**config.mk**
```make
export PLATFORM = sky130hd
export DESIGN_NAME = slurm32_cpu_pipeline_flat
export DESIGN_NICKNAME = d
export VERILOG_FILES = /design/src/rtl/slurm32_cpu_pipeline_pkg.sv /design/src/rtl/slurm32_cpu_pipeline_if.sv /design/src/rtl/slurm32_pipeline_stage_reg.sv /design/src/rtl/slurm32_cpu_pipeline.sv /design/src/flat_wrapper.sv
export SDC_FILE = /design/constraint.sdc
export NUM_CORES = 1
export LEC_CHECK = 0
export CAP_MARGIN = 30
export CORE_MARGIN = 2
export CORE_UTILIZATION = 60
export DETAILED_ROUTE_END_ITERATION = 8
export DONT_BUFFER_PORTS = 1
export GPL_TIMING_DRIVEN = 1
export PLACE_DENSITY_LB_ADDON = 0.1
export SLEW_MARGIN = 10
export SYNTH_ARGS = -nofsm -noshare
export SYNTH_HDL_FRONTEND = slang
export SYNTH_SLANG_ARGS = --single-unit
```
**constraint.sdc**
```tcl
create_clock -name CLK -period 2.7 [get_ports CLK]
set_clock_uncertainty 0.15 [all_clocks]
set_input_delay 0.54 -clock CLK [delete_from_list [all_inputs] [get_ports CLK]]
set_output_delay 0.54 -clock CLK [all_outputs]
set_load 0.02 [all_outputs]
```
**src/rtl/slurm32_cpu_pipeline_pkg.sv**
```systemverilog
// slurm32_cpu_pipeline_pkg: shared constants, state enum and stage record for the CPU pipeline
package slurm32_cpu_pipeline_pkg;

  localparam logic [31:0] NOP      = 32'h0000_0000;
  localparam logic [31:0] INT_BASE = 32'h0100_0000;
  localparam logic [31:0] PC_STEP  = 32'd4;
  localparam int          N_STAGES = 5;

  typedef enum logic [1:0] {
    RUN,
    HALT,
    DBG_HALT
  } state_t;

  typedef struct packed {
    logic [31:0] word;
    logic [31:0] pc;
  } stage_t;

  localparam stage_t BUBBLE = '{word: NOP, pc: 32'd0};

  function automatic logic [31:0] int_word(input logic [3:0] irq);
    return INT_BASE | {28'd0, irq};
  endfunction

endpackage

```
**src/rtl/slurm32_cpu_pipeline_if.sv**
```systemverilog
// slurm32_cpu_pipeline_if: instruction fetch bus between the pipeline and instruction memory
interface slurm32_cpu_pipeline_if;

  logic        instruction_request;
  logic        instruction_valid;
  logic [31:0] instruction_address;
  logic [31:0] instruction_in;

  modport master (
    output instruction_request,
    output instruction_address,
    input  instruction_valid,
    input  instruction_in
  );

  modport slave (
    input  instruction_request,
    input  instruction_address,
    output instruction_valid,
    output instruction_in
  );

endinterface

```
**src/rtl/slurm32_pipeline_stage_reg.sv**
```systemverilog
// slurm32_pipeline_stage_reg: one pipeline stage register with hold, bubble and advance controls
module slurm32_pipeline_stage_reg
  import slurm32_cpu_pipeline_pkg::*;
(
  input  logic   CLK,
  input  logic   RSTb,
  input  logic   i_hold,
  input  logic   i_bubble,
  input  stage_t i_d,
  output stage_t o_q
);

  // hold beats bubble beats advance; reset empties the stage
  always_ff @(posedge CLK) begin
    if (RSTb) o_q <= BUBBLE;
    else if (!i_hold) o_q <= i_bubble ? BUBBLE : i_d;
  end

endmodule

```
**src/rtl/slurm32_cpu_pipeline.sv**
```systemverilog
// slurm32_cpu_pipeline: five-stage fetch pipeline with stall, redirect, interrupt injection and halt control
module slurm32_cpu_pipeline
  import slurm32_cpu_pipeline_pkg::*;
(
  input  logic                           CLK,
  input  logic                           RSTb,
  slurm32_cpu_pipeline_if.master         fetch,
  output logic [31:0]                    pipeline_stage_0,
  output logic [31:0]                    pipeline_stage_1,
  output logic [31:0]                    pipeline_stage_2,
  output logic [31:0]                    pipeline_stage_3,
  output logic [31:0]                    pipeline_stage_4,
  output logic [31:0]                    pc_stage_4,
  input  logic                           halt_request,
  input  logic                           interrupt,
  input  logic [3:0]                     irq,
  input  logic                           load_pc_request,
  input  logic [31:0]                    load_pc_address,
  input  logic                           interrupt_flag_clear,
  input  logic                           interrupt_flag_set,
  input  logic                           memory_request_successful,
  input  logic                           debugger_halt_request,
  input  logic                           debugger_load_pc_request,
  input  logic [31:0]                    debugger_load_pc_address
);

  state_t      r_state;
  logic [31:0] r_pc;
  logic        r_ie;

  stage_t        w_q [N_STAGES];
  stage_t        w_d [N_STAGES];
  logic [N_STAGES-1:0] w_hold;
  logic [N_STAGES-1:0] w_bubble;

  logic w_freeze;
  logic w_dload;
  logic w_stall;
  logic w_load;
  logic w_redirect;
  logic w_quiet;
  logic w_take;
  logic w_fetch;
  logic w_advance_pc;

  // event decode in priority order: debugger halt, debugger load, stall, load, interrupt, halt, fetch
  always_comb begin
    w_freeze     = debugger_halt_request || (r_state == DBG_HALT);
    w_dload      = !w_freeze && debugger_load_pc_request;
    w_stall      = !w_freeze && !w_dload && !memory_request_successful;
    w_load       = !w_freeze && !w_dload && !w_stall && load_pc_request;
    w_redirect   = w_dload || w_load;
    w_quiet      = !w_freeze && !w_stall && !w_redirect;
    w_take       = w_quiet && interrupt && r_ie;
    w_fetch      = !RSTb && w_quiet && !w_take && (r_state == RUN) && !halt_request;
    w_advance_pc = w_fetch && fetch.instruction_valid;
  end

  // per-stage controls: stall holds S0..S3 and bubbles S4, redirect squashes S0 and S1
  always_comb begin
    w_hold      = {N_STAGES{w_freeze}} | {1'b0, {(N_STAGES-1){w_stall}}};
    w_bubble    = '0;
    w_bubble[0] = w_redirect || !(w_take || w_advance_pc);
    w_bubble[1] = w_redirect;
    w_bubble[4] = w_stall;
  end

  // S0 takes either the injected interrupt word or the fetched word, tagged with the current PC
  always_comb begin
    w_d[0] = '{word: w_take ? int_word(irq) : fetch.instruction_in, pc: r_pc};
    for (int n = 1; n < N_STAGES; n++) w_d[n] = w_q[n-1];
  end

  genvar i;
  generate
    for (i = 0; i < N_STAGES; i++) begin : g_stage
      slurm32_pipeline_stage_reg u_stage (
        .CLK      (CLK),
        .RSTb     (RSTb),
        .i_hold   (w_hold[i]),
        .i_bubble (w_bubble[i]),
        .i_d      (w_d[i]),
        .o_q      (w_q[i])
      );
    end
  endgenerate

  // control state, fetch PC and interrupt-enable flag; a taken interrupt keeps PC as its return address
  always_ff @(posedge CLK) begin
    if (RSTb) begin
      r_state <= RUN;
      r_pc    <= 32'd0;
      r_ie    <= 1'b0;
    end else begin
      r_state <= debugger_halt_request ? DBG_HALT :
                 (r_state == DBG_HALT) ? RUN :
                 w_take ? RUN :
                 (w_quiet && (r_state == RUN) && halt_request) ? HALT : r_state;
      r_pc    <= w_dload ? debugger_load_pc_address :
                 w_load ? load_pc_address :
                 w_advance_pc ? r_pc + PC_STEP : r_pc;
      r_ie    <= (w_take || interrupt_flag_clear) ? 1'b0 :
                 interrupt_flag_set ? 1'b1 : r_ie;
    end
  end

  assign fetch.instruction_request = w_fetch;
  assign fetch.instruction_address = r_pc;
  assign pipeline_stage_0          = w_q[0].word;
  assign pipeline_stage_1          = w_q[1].word;
  assign pipeline_stage_2          = w_q[2].word;
  assign pipeline_stage_3          = w_q[3].word;
  assign pipeline_stage_4          = w_q[4].word;
  assign pc_stage_4                = w_q[4].pc;

endmodule

```
**src/flat_wrapper.sv**
```systemverilog
// flat-port wrapper written by rule: the top's interface ports become plain ports
module slurm32_cpu_pipeline_flat import slurm32_cpu_pipeline_pkg::*;
  (CLK, RSTb, pipeline_stage_0, pipeline_stage_1, pipeline_stage_2, pipeline_stage_3, pipeline_stage_4, pc_stage_4, halt_request, interrupt, irq, load_pc_request, load_pc_address, interrupt_flag_clear, interrupt_flag_set, memory_request_successful, debugger_halt_request, debugger_load_pc_request, debugger_load_pc_address, fetch_instruction_request, fetch_instruction_address, fetch_instruction_valid, fetch_instruction_in);
  slurm32_cpu_pipeline_if fetch_i ();
  input  logic CLK;
  input  logic RSTb;
  output logic [31:0] pipeline_stage_0;
  output logic [31:0] pipeline_stage_1;
  output logic [31:0] pipeline_stage_2;
  output logic [31:0] pipeline_stage_3;
  output logic [31:0] pipeline_stage_4;
  output logic [31:0] pc_stage_4;
  input  logic halt_request;
  input  logic interrupt;
  input  logic [3:0] irq;
  input  logic load_pc_request;
  input  logic [31:0] load_pc_address;
  input  logic interrupt_flag_clear;
  input  logic interrupt_flag_set;
  input  logic memory_request_successful;
  input  logic debugger_halt_request;
  input  logic debugger_load_pc_request;
  input  logic [31:0] debugger_load_pc_address;
  output wire logic [$bits(fetch_i.instruction_request)-1:0] fetch_instruction_request;
  output wire logic [$bits(fetch_i.instruction_address)-1:0] fetch_instruction_address;
  input wire logic [$bits(fetch_i.instruction_valid)-1:0] fetch_instruction_valid;
  input wire logic [$bits(fetch_i.instruction_in)-1:0] fetch_instruction_in;
  assign fetch_instruction_request = fetch_i.instruction_request;
  assign fetch_instruction_address = fetch_i.instruction_address;
  assign fetch_i.instruction_valid = fetch_instruction_valid;
  assign fetch_i.instruction_in = fetch_instruction_in;
  slurm32_cpu_pipeline u_core (.CLK(CLK), .RSTb(RSTb), .fetch(fetch_i), .pipeline_stage_0(pipeline_stage_0), .pipeline_stage_1(pipeline_stage_1), .pipeline_stage_2(pipeline_stage_2), .pipeline_stage_3(pipeline_stage_3), .pipeline_stage_4(pipeline_stage_4), .pc_stage_4(pc_stage_4), .halt_request(halt_request), .interrupt(interrupt), .irq(irq), .load_pc_request(load_pc_request), .load_pc_address(load_pc_address), .interrupt_flag_clear(interrupt_flag_clear), .interrupt_flag_set(interrupt_flag_set), .memory_request_successful(memory_request_successful), .debugger_halt_request(debugger_halt_request), .debugger_load_pc_request(debugger_load_pc_request), .debugger_load_pc_address(debugger_load_pc_address));
endmodule
```
==> flow_summary.toml <==
[run_status]
status = "finished, violations left"
violations = "setup timing"

[clocking]
cts_buffer_depth = 3
clock_sinks = 355
cts_made_buffers = 36
insertion_delay_ns = 0.50
cts_tree = "yes"
cts-root-buf = "clkbuf_16"
clk_pin_slew_worst_paths_ns = 0.06
htreeDepth = 2

[cells_and_area]
final_util_pct = 67.5
drive_above_1_share_pct = 10.3
num-nets-final = 1549
areaGrowthSynthToFinish_pct = 10.3
regArea_um2 = 7110
multiInputGateArea_um2 = 5270
design_area_um2 = 15300
fillers = 1827
antenna-diode-count = 0

[drt]
ant_nets = 0
wirelength_um = 36400
drt_first_pass_iters = 5
drc = 0
routed_via_density = 6.07
wl_per_cell_um = 20.8
via_count = 10600
drt_iter0_markers = 769

[placement]
dp_hpwl_um = 22700
place_area_um2 = 13300
port_buffers = 0
gp_congestion = 0.851

[sta]
rsz0062_at_grt = "yes"
setup_violations = 1
worstMarginPinSlew_ns = 0.762
slew_viol_final = 0
period_share_pct = 108
relSlewSlack_pct = 49.0
finalCriticalPeriod_ns = 2.91
postLayoutSetupSlackWorst_ns = -0.207
fmax_ghz = 0.344
hold_violations = 0

[setup_path]
cp_max_fo = 6
path_cells = "nor2b_1 -> or4_4 -> or4_4 -> nor3_4 -> buf_12"
crit_top_cell = "or4_4"
critical_path_buf_inv_count = 1
max_stage_delay_ns = 0.49
worstPathArrival_ns = 2.22
worst_ep_required_time_ns = 2.01
critPathKind = "reg -> out"
crit_path_end_kind = "output port"
crit_slowest_cell = "or4_4"
crit_family = "simple AND/OR/NAND/NOR gates"
cp-start-kind = "flop"

[floorplanning]
fp.dieH_um = 156
die-area_um2 = 24300
core_area_um2 = 22600
io-pin-count = 336
initial_utilization_pct = 61.2
num_rows = 55
die_w_um = 156

[power]
p_per_area_nw_per_um2 = 708
p_leak_uw = 0.00567
peakVddDrop_mv = 0.529

[logic_synthesis]
synth_seq_cells = 355
synth_top_flop_cell = "dfxtp_1"
yosys_warnings = 0
synth_area_per_cell_um2 = 9.22
syn_inst = 1502
syn-num-nets = 1614
synth_enable_flop_cells = 0
async_flop_share_pct = 0
ys_types = 54
seq_area_frac_synth_pct = 51.3
netlist_area_um2 = 13900

[global_routing]
grt_pass1_wl_um = 55400
grt_max_degree = 111
antenna_found_initial = 2
globalRouteTotalUtil_pct = 28.5
grt_pass1_vias = 9792
grt_overflow_total = 0

[flow_run]
drv_cap = 0

[hold_path]
hold_path_class = "in -> reg"
## layout make-up
cell class,instances,area share (%)
repair buffers,137,8.89
clock inverters,13,0.958
multi-input cells,899,34.5
inverters,8,0.197
clock buffers,49,6.62
well taps,285,2.33
flip-flops and latches,355,46.5
## worst register-to-register path, delay by kind of cell, from the launching register on
kind | cells | cell delay (ns)
AO/OA/AOI/OAI | 2 | 0.55
adder cells (fa/ha/maj) | 1 | 0.24
AND/OR/NAND/NOR | 3 | 0.67
XOR/XNOR | 1 | 0.09
flip-flops | 1 | 0.36
buffers and inverters | 1 | 0.58
## stage by stage
stage / TNS (ns) / power (µW) / instances / worst slack, ns / hold WS (ns)
floorplan: -0.0508 / 5850 / 1502 / -0.0508 / 0.282
global placement: 0 / 5970 / 1603 / 0.111 / 0.282
detailed placement: 0 / 5970 / 1603 / 0.120 / 0.289
CTS: -0.219 / 10900 / 1736 / -0.219 / 0.000829
global route: -1.02 / 11200 / 1746 / -0.266 / 0.000741
finish: -0.207 / 10800 / 1746 / -0.207 / 0.0121
## cell usage after synthesis, types with 3 or more instances
cell type  count  area share (%)
nand3_1       13            0.47
a31oi_1        5            0.23
or4_1          4            0.22
a22o_1       166              10
buf_4        133             7.2
nor3_1        21            0.76
clkbuf_8       5            0.50
xor2_1        11            0.70
nand2_1      293             7.9
and4_1         4            0.25
dfxtp_1      355              51
o31ai_1        4            0.22
a311oi_1      14            0.89
clkbuf_1      67             1.8
buf_1          7            0.19
buf_6          9            0.73
a211oi_1      19             1.0
xnor2_1       10            0.63
nor2_1        80             2.2
o211ai_1       5            0.27
buf_2         18            0.65
o21ai_0       24            0.87
inv_1          8            0.22
mux2_2         4            0.33
a21oi_1      144             5.2
a22oi_1       28             1.5
nand4_1        7            0.32
nor3_2         3            0.22
nor4_1         5            0.23
and3_1         5            0.23
## metal layers
metal	global-route usage (%)	wire length, µm	vias to the layer above
met2	47.1	17300	451
li1	-	-	5015
met3	11.1	4130	47
met5	0	13	-
met1	35.1	14200	5085
met4	7.30	677	2
## registers in the layout, indices dropped and copies added (netlist names)
signal and flops:
u_core.fetch.instruction_address 32, u_core.r_state 2, u_core.r_ie 1, u_core.g_stage.u_stage.o_q 320
## power by group
group | total (µW) | switching (µW) | leakage (µW) | internal (µW)
registers | 5330 | 50.9 | 0.00286 | 5270
logic | 611 | 420 | 0.00224 | 191
clock network | 4880 | 1970 | 0.000572 | 2910
total | 10800 | 2440 | 0.00567 | 8380
## final timing paths
| kind | from | endpoint | cells past startpoint | slack, ns |
|---|---|---|---|---|
| max | u_core.r_state[1] | fetch_instruction_request | 5 | -0.21 |
| min | fetch_instruction_in[26] | u_core.g_stage[0].u_stage.o_q[58] | 1 | 0.01 |
| max reg2reg | u_core.fetch.instruction_address[3] | u_core.fetch.instruction_address[24] | 8 | 0 |
| min reg2reg | u_core.g_stage[2].u_stage.o_q[30] | u_core.g_stage[3].u_stage.o_q[30] | 2 | 0.29 |
## cell usage in the layout (no fill, tap or decap), types with 14 or more instances in the layout
master         synthesis  layout
o21ai_0               24      23
dfxtp_1              355     353
dlygate4sd3_1          0      74
a21oi_1              144     144
a311oi_1              14      14
nor3_1                21      20
a22oi_1               28      28
nor2_1                80      75
buf_4                133      51
nand2_1              293     293
a22o_1               166     166
clkbuf_16              0      38
a211oi_1              19      19
## what timing repair did
item                       CTS  global route
setup buffers                0             4
gates resized for setup      4             4
setup endpoints to repair    1            34
hold buffers                71             4
cloned                       0             1
hold endpoints to repair   167             4
pin swaps                    0             2
## cell families (layout without fill, tap and decap cells)
kind of cell,count (synthesis),in the layout,share of synthesized area (%)
fa+ha+maj,1,1,0.0903
mux,4,4,0.325
flops,355,355,51.3
simple gates,455,455,14.3
compound gates,418,418,21.3
xor+xnor,21,21,1.33
buf+inv,248,207,11.3
No activity file was read; power rests on OpenSTA's default activity.
